==> src/rtl/serial_motor_rx.sv <==
`timescale 1ns/1ps
// serial_motor_rx: decodes framed serial motor commands (sync 1,0,1, data,
// optional even parity, stop 0) into per-channel enable/direction outputs.
// A loss-of-link watchdog forces every enable low when valid frames stop.
module serial_motor_rx #(
  parameter int CLKS_PER_BIT = 2,
  parameter int NUM_CH       = 2,
  parameter int PARITY_EN    = 1,
  parameter int TIMEOUT_CLKS = 1000
) (
  input  logic              Clk_In,
  input  logic              Reset_In,
  input  logic              Serial_In,
  output logic [NUM_CH-1:0] en,
  output logic [NUM_CH-1:0] dir,
  output logic              frame_valid,
  output logic              frame_error,
  output logic              link_timeout,
  output logic              busy
);

  localparam int DATA_W   = 2 * NUM_CH;
  localparam int HALF_BIT = (CLKS_PER_BIT - 1) / 2;
  localparam int CNT_W    = $clog2(CLKS_PER_BIT);
  localparam int IDX_MAX  = (DATA_W > 3) ? DATA_W : 3;
  localparam int IDX_W    = $clog2(IDX_MAX);
  localparam int WD_W     = $clog2(TIMEOUT_CLKS + 1);

  localparam logic [CNT_W-1:0] CNT_SAMPLE    = CNT_W'(HALF_BIT);
  localparam logic [CNT_W-1:0] CNT_LAST      = CNT_W'(CLKS_PER_BIT - 1);
  localparam logic [CNT_W-1:0] CNT_AFTER_RISE = CNT_W'(1);
  localparam logic [IDX_W-1:0] IDX_SYNC_MID  = IDX_W'(1);
  localparam logic [IDX_W-1:0] IDX_SYNC_LAST = IDX_W'(2);
  localparam logic [IDX_W-1:0] IDX_DATA_LAST = IDX_W'(DATA_W - 1);
  localparam logic [WD_W-1:0]  WD_LIMIT      = WD_W'(TIMEOUT_CLKS);

  typedef enum logic [2:0] {IDLE, SYNC, DATA, PARITY, STOP} state_t;

  state_t              r_state;
  state_t              w_nextState;
  logic                r_sMeta;
  logic                r_sSync;
  logic                r_sPrev;
  logic [CNT_W-1:0]    r_bitCnt;
  logic [IDX_W-1:0]    r_bitIdx;
  logic [DATA_W-1:0]   r_shift;
  logic                r_parityBit;
  logic [NUM_CH-1:0]   r_en;
  logic [NUM_CH-1:0]   r_dir;
  logic                r_frameValid;
  logic                r_frameError;
  logic                r_linkTimeout;
  logic [WD_W-1:0]     r_wdCnt;

  logic                w_rise;
  logic                w_sample;
  logic                w_bitEnd;
  logic                w_syncExpect;
  logic                w_parityOk;
  logic                w_startFrame;
  logic                w_shiftEn;
  logic                w_parityLd;
  logic                w_goodFrame;
  logic                w_badFrame;
  logic [WD_W-1:0]     w_wdNext;
  logic                w_wdExpired;
  logic [NUM_CH-1:0]   w_frameEn;
  logic [NUM_CH-1:0]   w_frameDir;

  assign w_rise       = r_sSync & ~r_sPrev;
  assign w_sample     = (r_bitCnt == CNT_SAMPLE);
  assign w_bitEnd     = (r_bitCnt == CNT_LAST);
  assign w_syncExpect = (r_bitIdx != IDX_SYNC_MID);
  assign w_parityOk   = (PARITY_EN == 0) || ((^r_shift) == r_parityBit);

  // Two-flop synchroniser plus a delayed copy for rising-edge detection
  always_ff @(posedge Clk_In or posedge Reset_In) begin
    if (Reset_In) begin
      r_sMeta <= 1'b0;
      r_sSync <= 1'b0;
      r_sPrev <= 1'b0;
    end else begin
      r_sMeta <= Serial_In;
      r_sSync <= r_sMeta;
      r_sPrev <= r_sSync;
    end
  end

  // FSM state register
  always_ff @(posedge Clk_In or posedge Reset_In) begin
    if (Reset_In) r_state <= IDLE;
    else          r_state <= w_nextState;
  end

  // Next-state decode and per-sample actions; the rise cycle counts as bit 0, count 0
  always_comb begin
    w_nextState  = r_state;
    w_startFrame = 1'b0;
    w_shiftEn    = 1'b0;
    w_parityLd   = 1'b0;
    w_goodFrame  = 1'b0;
    w_badFrame   = 1'b0;
    unique case (r_state)
      IDLE: begin
        if (w_rise) begin
          w_nextState  = SYNC;
          w_startFrame = 1'b1;
        end
      end
      SYNC: begin
        if (w_sample && (r_sSync != w_syncExpect)) w_nextState = IDLE;
        else if (w_bitEnd && (r_bitIdx == IDX_SYNC_LAST)) w_nextState = DATA;
      end
      DATA: begin
        w_shiftEn = w_sample;
        if (w_bitEnd && (r_bitIdx == IDX_DATA_LAST))
          w_nextState = (PARITY_EN != 0) ? PARITY : STOP;
      end
      PARITY: begin
        w_parityLd = w_sample;
        if (w_bitEnd) w_nextState = STOP;
      end
      STOP: begin
        if (w_sample) begin
          w_nextState = IDLE;
          if (!r_sSync && w_parityOk) w_goodFrame = 1'b1;
          else                        w_badFrame  = 1'b1;
        end
      end
      default: w_nextState = IDLE;
    endcase
  end

  // Bit-period counter and bit index within the current field
  always_ff @(posedge Clk_In or posedge Reset_In) begin
    if (Reset_In) begin
      r_bitCnt <= '0;
      r_bitIdx <= '0;
    end else if (w_startFrame) begin
      r_bitCnt <= CNT_AFTER_RISE;
      r_bitIdx <= '0;
    end else if (w_nextState == IDLE) begin
      r_bitCnt <= '0;
      r_bitIdx <= '0;
    end else if (w_bitEnd) begin
      r_bitCnt <= '0;
      r_bitIdx <= (w_nextState != r_state) ? '0 : r_bitIdx + 1'b1;
    end else begin
      r_bitCnt <= r_bitCnt + 1'b1;
    end
  end

  // Data shift register (first bit ends up at the MSB) and stored parity sample
  always_ff @(posedge Clk_In or posedge Reset_In) begin
    if (Reset_In) begin
      r_shift     <= '0;
      r_parityBit <= 1'b0;
    end else begin
      if (w_shiftEn)  r_shift     <= {r_shift[DATA_W-2:0], r_sSync};
      if (w_parityLd) r_parityBit <= r_sSync;
    end
  end

  // Unpack the data field: channel c owns bits {en,dir} at [2c+1:2c]
  always_comb begin
    w_frameEn  = '0;
    w_frameDir = '0;
    for (int c = 0; c < NUM_CH; c++) begin
      w_frameEn[c]  = r_shift[2*c+1];
      w_frameDir[c] = r_shift[2*c];
    end
  end

  // Saturating watchdog; a good frame on the expiry cycle takes priority
  always_comb begin
    w_wdNext = r_wdCnt;
    if (w_goodFrame)             w_wdNext = '0;
    else if (r_wdCnt != WD_LIMIT) w_wdNext = r_wdCnt + 1'b1;
    w_wdExpired = (w_wdNext == WD_LIMIT);
  end

  // Registered outputs: enables/directions move only on a good frame or expiry
  always_ff @(posedge Clk_In or posedge Reset_In) begin
    if (Reset_In) begin
      r_en          <= '0;
      r_dir         <= '0;
      r_frameValid  <= 1'b0;
      r_frameError  <= 1'b0;
      r_linkTimeout <= 1'b0;
      r_wdCnt       <= '0;
    end else begin
      r_frameValid  <= w_goodFrame;
      r_frameError  <= w_badFrame;
      r_wdCnt       <= w_wdNext;
      r_linkTimeout <= w_wdExpired;
      if (w_goodFrame) begin
        r_en  <= w_frameEn;
        r_dir <= w_frameDir;
      end else if (w_wdExpired) begin
        r_en  <= '0;
      end
    end
  end

  assign en           = r_en;
  assign dir          = r_dir;
  assign frame_valid  = r_frameValid;
  assign frame_error  = r_frameError;
  assign link_timeout = r_linkTimeout;
  assign busy         = (r_state != IDLE);

endmodule

==> config.mk <==
export PLATFORM = sky130hd
export DESIGN_NAME = serial_motor_rx
export DESIGN_NICKNAME = d
export VERILOG_FILES = /design/src/rtl/serial_motor_rx.sv
export SDC_FILE = /design/constraint.sdc
export NUM_CORES = 1
export LEC_CHECK = 0
export BUFFER_PORTS_ARGS = -buffer_cell sky130_fd_sc_hd__buf_2
export CORE_MARGIN = 2
export CORE_UTILIZATION = 25
export DETAILED_ROUTE_END_ITERATION = 6
export PLACE_DENSITY = 0.52
export SLEW_MARGIN = 20
export SYNTH_ARGS = -nofsm -noshare
export SYNTH_HDL_FRONTEND = slang
export SYNTH_SLANG_ARGS = --single-unit
==> constraint.sdc <==
create_clock -name Clk_In -period 2.9 [get_ports Clk_In]
set_clock_uncertainty 0.2 [all_clocks]
set_input_delay 0.435 -clock Clk_In [delete_from_list [all_inputs] [get_ports Clk_In]]
set_output_delay 0.435 -clock Clk_In [all_outputs]
set_load 0.1 [all_outputs]
# After elaboration in Yosys (flattened, before gate mapping)
# Index checks and enable logic that the tools add are counted.
[word_totals]
regBits = 31
input_bits = 3
elab_cells = 71
[op_classes]
addsub = 3
n_eq_ne = 12
muxes = 28
bitwise = 3
reduce_logical = 11
[ops]
columns = ["cell", "count"]
rows = [
  ["2-to-1 mux 10 bit", 2],
  ["2-to-1 mux 3 bit", 6],
  ["one-hot mux 3 bit (5 select lines)", 1],
  ["2-to-1 mux 1 bit", 13],
  ["2-to-1 mux 2 bit", 6],
  ["adder 10 x 1 -> 10 bit (second input constant)", 1],
  ["== test 10 bit (second input constant)", 1],
  ["inequality test 10 bit (second input constant)", 1],
  ["== test 3 x 2 -> 1 bit (second input constant)", 2],
  ["logical NOT 3 bit", 2],
  ["nonzero test 3 bit", 2],
  ["== test 2 bit (second input constant)", 2],
  ["logical AND 1 bit", 4],
  ["parity 4 bit", 1],
  ["== test 3 x 1 -> 1 bit (second input constant)", 1],
  ["== test 3 bit (second input constant)", 1],
  ["inequality test 3 bit", 1],
  ["adder 2 x 1 -> 2 bit (second input constant)", 1],
  ["inequality test 2 x 1 -> 1 bit (second input constant)", 1],
  ["inverter 1 bit", 2],
  ["nonzero test 2 bit", 1],
  ["adder 1 bit (second input constant)", 1],
  ["AND 1 bit", 1],
  ["== test 1 bit", 1],
  ["other kinds (2)", 2],
]

# Logic depth before layout (Yosys ltp)
[logic_depth]
ltp_word = 10
depth_mapped = 7
mapped_depth_nobuf = 7

# Worst setup path after synthesis
# No wires, ideal clock.
[synth_timing]
kind = "flip-flop to flip-flop"
start = "register r_wdCnt[0]"
end = "register r_en[1], in the netlist en[1]"
arrival_ps = 1794
required_time_ps = 2570
slack_ps = 776
path_stages_with_launch = 8
path_buffers = 0
period_less_slack_ps = 2124
path_cell_list = "dfrtp_1 -> inv_1 -> ha_1 -> nand3b_1 -> nor3_2 -> mux2_2 -> a2111oi_4 -> nor2_2"
[synth_between]
elab_chain_cells = 5
word_cells_on_any_way = 6
[synth_lines]
columns = ["element", "line_no", "source"]
rows = [
  ["start: declaration", "53", "logic [WD_W-1:0] r_wdCnt;"],
  ["start signal: assignment", "194", "r_wdCnt <= w_wdNext;"],
  ["adder 10 x 1 -> 10 bit / inequality test 10 bit (equally long branches)", "178", "else if (r_wdCnt != WD_LIMIT) w_wdNext = r_wdCnt + 1'b1;"],
  ["2-to-1 mux 10 bit *", "178", ""],
  ["2-to-1 mux 10 bit *", "177", "if (w_goodFrame) w_wdNext = '0;"],
  ["== test 10 bit *", "179", "w_wdExpired = (w_wdNext == WD_LIMIT);"],
  ["net w_wdExpired", "66", "logic w_wdExpired;"],
  ["nonzero test 2 bit (no source line) *", "n/a", ""],
  ["end signal: assignment", "197", "r_en <= w_frameEn;"],
  ["end: declaration", "48", "logic [NUM_CH-1:0] r_en;"],
]
# Mark *: on every way through the listed nets, which the timed path passes. The rest lies on a longest branch.
# A chain may end at the register's enable or synchronous reset.

# Worst setup path in the final report
[layout_timing]
start = "register r_state[2]"
end = "register r_dir[1], in the netlist dir[1]"
[layout_between]
elab_chain_cells = 2
[layout_lines]
columns = ["element", "line_no", "source"]
rows = [
  ["start: declaration", "39", "state_t r_state;"],
  ["start signal: assignment", "92", "else r_state <= w_nextState;"],
  ["== test 3 bit", "103", "unique case (r_state)"],
  ["2-to-1 mux 1 bit", "103", ""],
  ["end signal: assignment", "198", "r_dir <= w_frameDir;"],
  ["end: declaration", "49", "logic [NUM_CH-1:0] r_dir;"],
]
# Every way passes these cells.

==> flow_summary.toml <==
[critical_path]
path_class = "flip-flop to flip-flop"
critPathMaxStageDelay_ns = 0.53
r2r_cells = 4
crit_arrival_ns = 2.33
worstPathRequired_ns = 2.86
r2r_start = "r_state[2]$_DFF_PP0_"
r2r_setup_slack_ns = 0.53
endpoint_kind = "flip-flop"
cp_slowest_cell = "dfrtp_1"
path_cells = "or3b_4 > or3_4 > nor2_4 > mux2_2"
r2r_end = "dir[1]$_DFFE_PP0N_"
path_max_fanout = 13
startpoint_type = "flip-flop"

[min_path]
hold_class = "input pin to asynchronous set/reset pin"

[floorplanning]
core.rowCount = 29
start_util_pct = 25.94
coreArea_mm2 = 0.006386
die_area_mm2 = 0.007293
die_height_um = 85.40
io_pins = 11
die_x_um = 85.40

[final_layout]
num-nets-final = 176
fin_area_mm2 = 0.001903
drive_gt1_share_pct = 24.26
areaGrowthSynthToFinish_pct = 14.88
antenna_cells = 0
num-fill-cells = 664

[sta]
fmax_mhz = 421.3
worst_pin_slew_ns = 0.4922
setup_viol = 0
setup_ws_ns = 0.5267
maxSlewHeadroom_pct = 67.41
slew_violations = 0
min_period_ns = 2.373
hold_viol = 0
period_share_pct = 81.84
rsz0062_at_grt = "no"
fin_tns_setup_ns = 0

[cts]
cts_resized = 0
clock_latency_ns = 0.27
root_buffer = "clkbuf_8"
cts_buffer_depth = 2
cts_htree_levels = 2
cts_setup_buffers = 0
holdBufCountCts = 0
clock_sinks = 31
tritoncts = "built"
cts_buffers = 5
clkSlewWorstSetupHoldPaths_ns = 0.07

[placement]
io_buffers = 10
dpl_cell_area_mm2 = 0.001803
place_congestion = 0.8444
dpl_worst_slack_ns = 0.5328
hpwl_mm = 2.174

[grt]
grtUsageMet1_pct = 12.87
grtUsageTotal_pct = 9.697
grt.busiest_layer = "met2"
grt_pass1_vias = 1207
overflow = 0
grt_max_degree = 32
antenna_found_initial = 0
grt_first_pass_wirelength_mm = 5.658
grtUsageMet3_pct = 2.821
grt_use_met2_pct = 15.27

[synthesis]
yosys_warnings = 0
ys_types = 42
netlist_area_mm2 = 0.001657
synth_fp_nets = 161
synthTopCellsByCount = "dfrtp_1 (31), nor2_1 (13), nand2_1 (9)"
synth_edf_count = 0
synthFlopType = "dfrtp_1"
synth-seq-cells = 31
syn_avg_cell_area_um2 = 10.83
yosysTopAreaCell = "dfrtp_1"
synth_top_area_share_pct = 46.83
yosysMostFrequentCell = "dfrtp_1"
async_reset_ff_share_pct = 100.0
synth_area_leaders = "dfrtp_1 (47%), mux2_2 (5.4%), ha_1 (3.8%)"
ys_seq_area_share_pct = 46.83
synth_cells = 153

[detailed_routing]
drtPass1Iterations = 4
drt_wl_total_mm = 3.118
drt_iter0_markers = 51
post-route-drc-count = 0
routed_via_density = 4.642
ant_nets = 0
routed-via-count = 1142
post_drt_wl_per_cell_um = 12.67

[power]
p_leak_nw = 0.8209
total_power_mw = 1.380
power_density_mw_per_mm2 = 725.1
ir_worst_vdd_mv = 0.3400

[status]
outcome = "finished clean"

[flow_run]
drv_cap = 0
logic make-up (layout without fill, tap and decap cells):
logic type      count (synthesis)  count (layout)  share of synthesized area [%]
compound gates                 23              23                          10.95
simple gates                   57              57                          20.39
flops                          31              31                          46.83
mux                            10              10                          6.647
fa+ha+maj                       5               5                          3.776
xor+xnor                       13              13                          7.779
buf+inv                        14              30                          3.625
critical path, delay by kind of cell (launching register included):
family	cells	cell delay, ns
muxes	1	0.38
DFF	1	0.53
and+or+nand+nor	3	1.14
routing by layer:
layer / vias up / part of all wire (%)
li1: 565 / -
met1: 565 / 48
met2: 10 / 48
met3: 2 / 2.9
met4: 0 / 0.93
met5: - / 0
area by class of cell:
| cell class | count | area (um^2) | share of cell area, % |
|---|---|---|---|
| Clock buffer | 8 | 100.1 | 5.260 |
| Inverter | 8 | 30.03 | 1.578 |
| Multi-Input combinational cell | 108 | 820.8 | 43.13 |
| Sequential cell | 31 | 775.7 | 40.76 |
| Tap cell | 77 | 96.34 | 5.062 |
| Timing Repair Buffer | 14 | 80.08 | 4.208 |
flip-flops by register name, summed over array words and instances (netlist names):
register / cells
r_wdCnt: 10
frame_valid: 1
r_state: 3
dir: 2
r_sMeta: 1
r_shift: 4
frame_error: 1
r_bitIdx: 2
link_timeout: 1
r_parityBit: 1
r_sPrev: 1
r_sSync: 1
en: 2
r_bitCnt: 1
layout by cell type (no fill, tap or decap), types with 2 or more instances in the layout:
master and instances:
clkbuf_8 7, and3_1 2, o21ai_0 7, xor2_1 5, nor3_1 5, buf_2 10, buf_4 4, xnor2_1 7
mux2_2 8, a21oi_1 4, nand4b_1 3, inv_1 8, a21boi_0 2, nor2_1 13, nor4b_1 2, nand3_1 6
dfrtp_1 31, ha_1 5, nand2_1 9, or3b_2 2, mux2i_1 2, nand3b_1 5
power breakdown:
group          leakage [nW]  internal [mW]  switching, mW
combinational         0.360          0.172          0.264
sequential            0.410          0.498         0.0739
clock                0.0515          0.217          0.156
through the flow:
stage          hold slack [ns]  utilization (%)  instances
2_1_floorplan           0.1312                -        153
3_3_place_gp            0.1385            28.23        238
3_5_place_dp            0.1450            28.23        238
4_1_cts                0.05464            29.80        246
5_1_grt                0.04474            29.80        246
6_report               0.03113            29.80        246
worst max-delay path by stage:
| stage | start | end | slack (ns) | cells past startpoint |
|---|---|---|---|---|
| 3_3_place_gp | r_state[2]$_DFF_PP0_ | dir[1]$_DFFE_PP0N_ | 0.57 | 4 |
| 4_1_cts | r_state[2]$_DFF_PP0_ | dir[1]$_DFFE_PP0N_ | 0.52 | 4 |
| 5_1_grt | r_state[2]$_DFF_PP0_ | dir[1]$_DFFE_PP0N_ | 0.38 | 4 |
| 6_report | r_state[2]$_DFF_PP0_ | dir[1]$_DFFE_PP0N_ | 0.53 | 4 |
| 3_5_place_dp | r_state[2]$_DFF_PP0_ | dir[1]$_DFFE_PP0N_ | 0.53 | 4 |
| 2_1_floorplan | r_wdCnt[0]$_DFF_PP0_ | en[1]$_DFFE_PP0P_ | 0.78 | 7 |
Power figures use the tool's default switching activity.
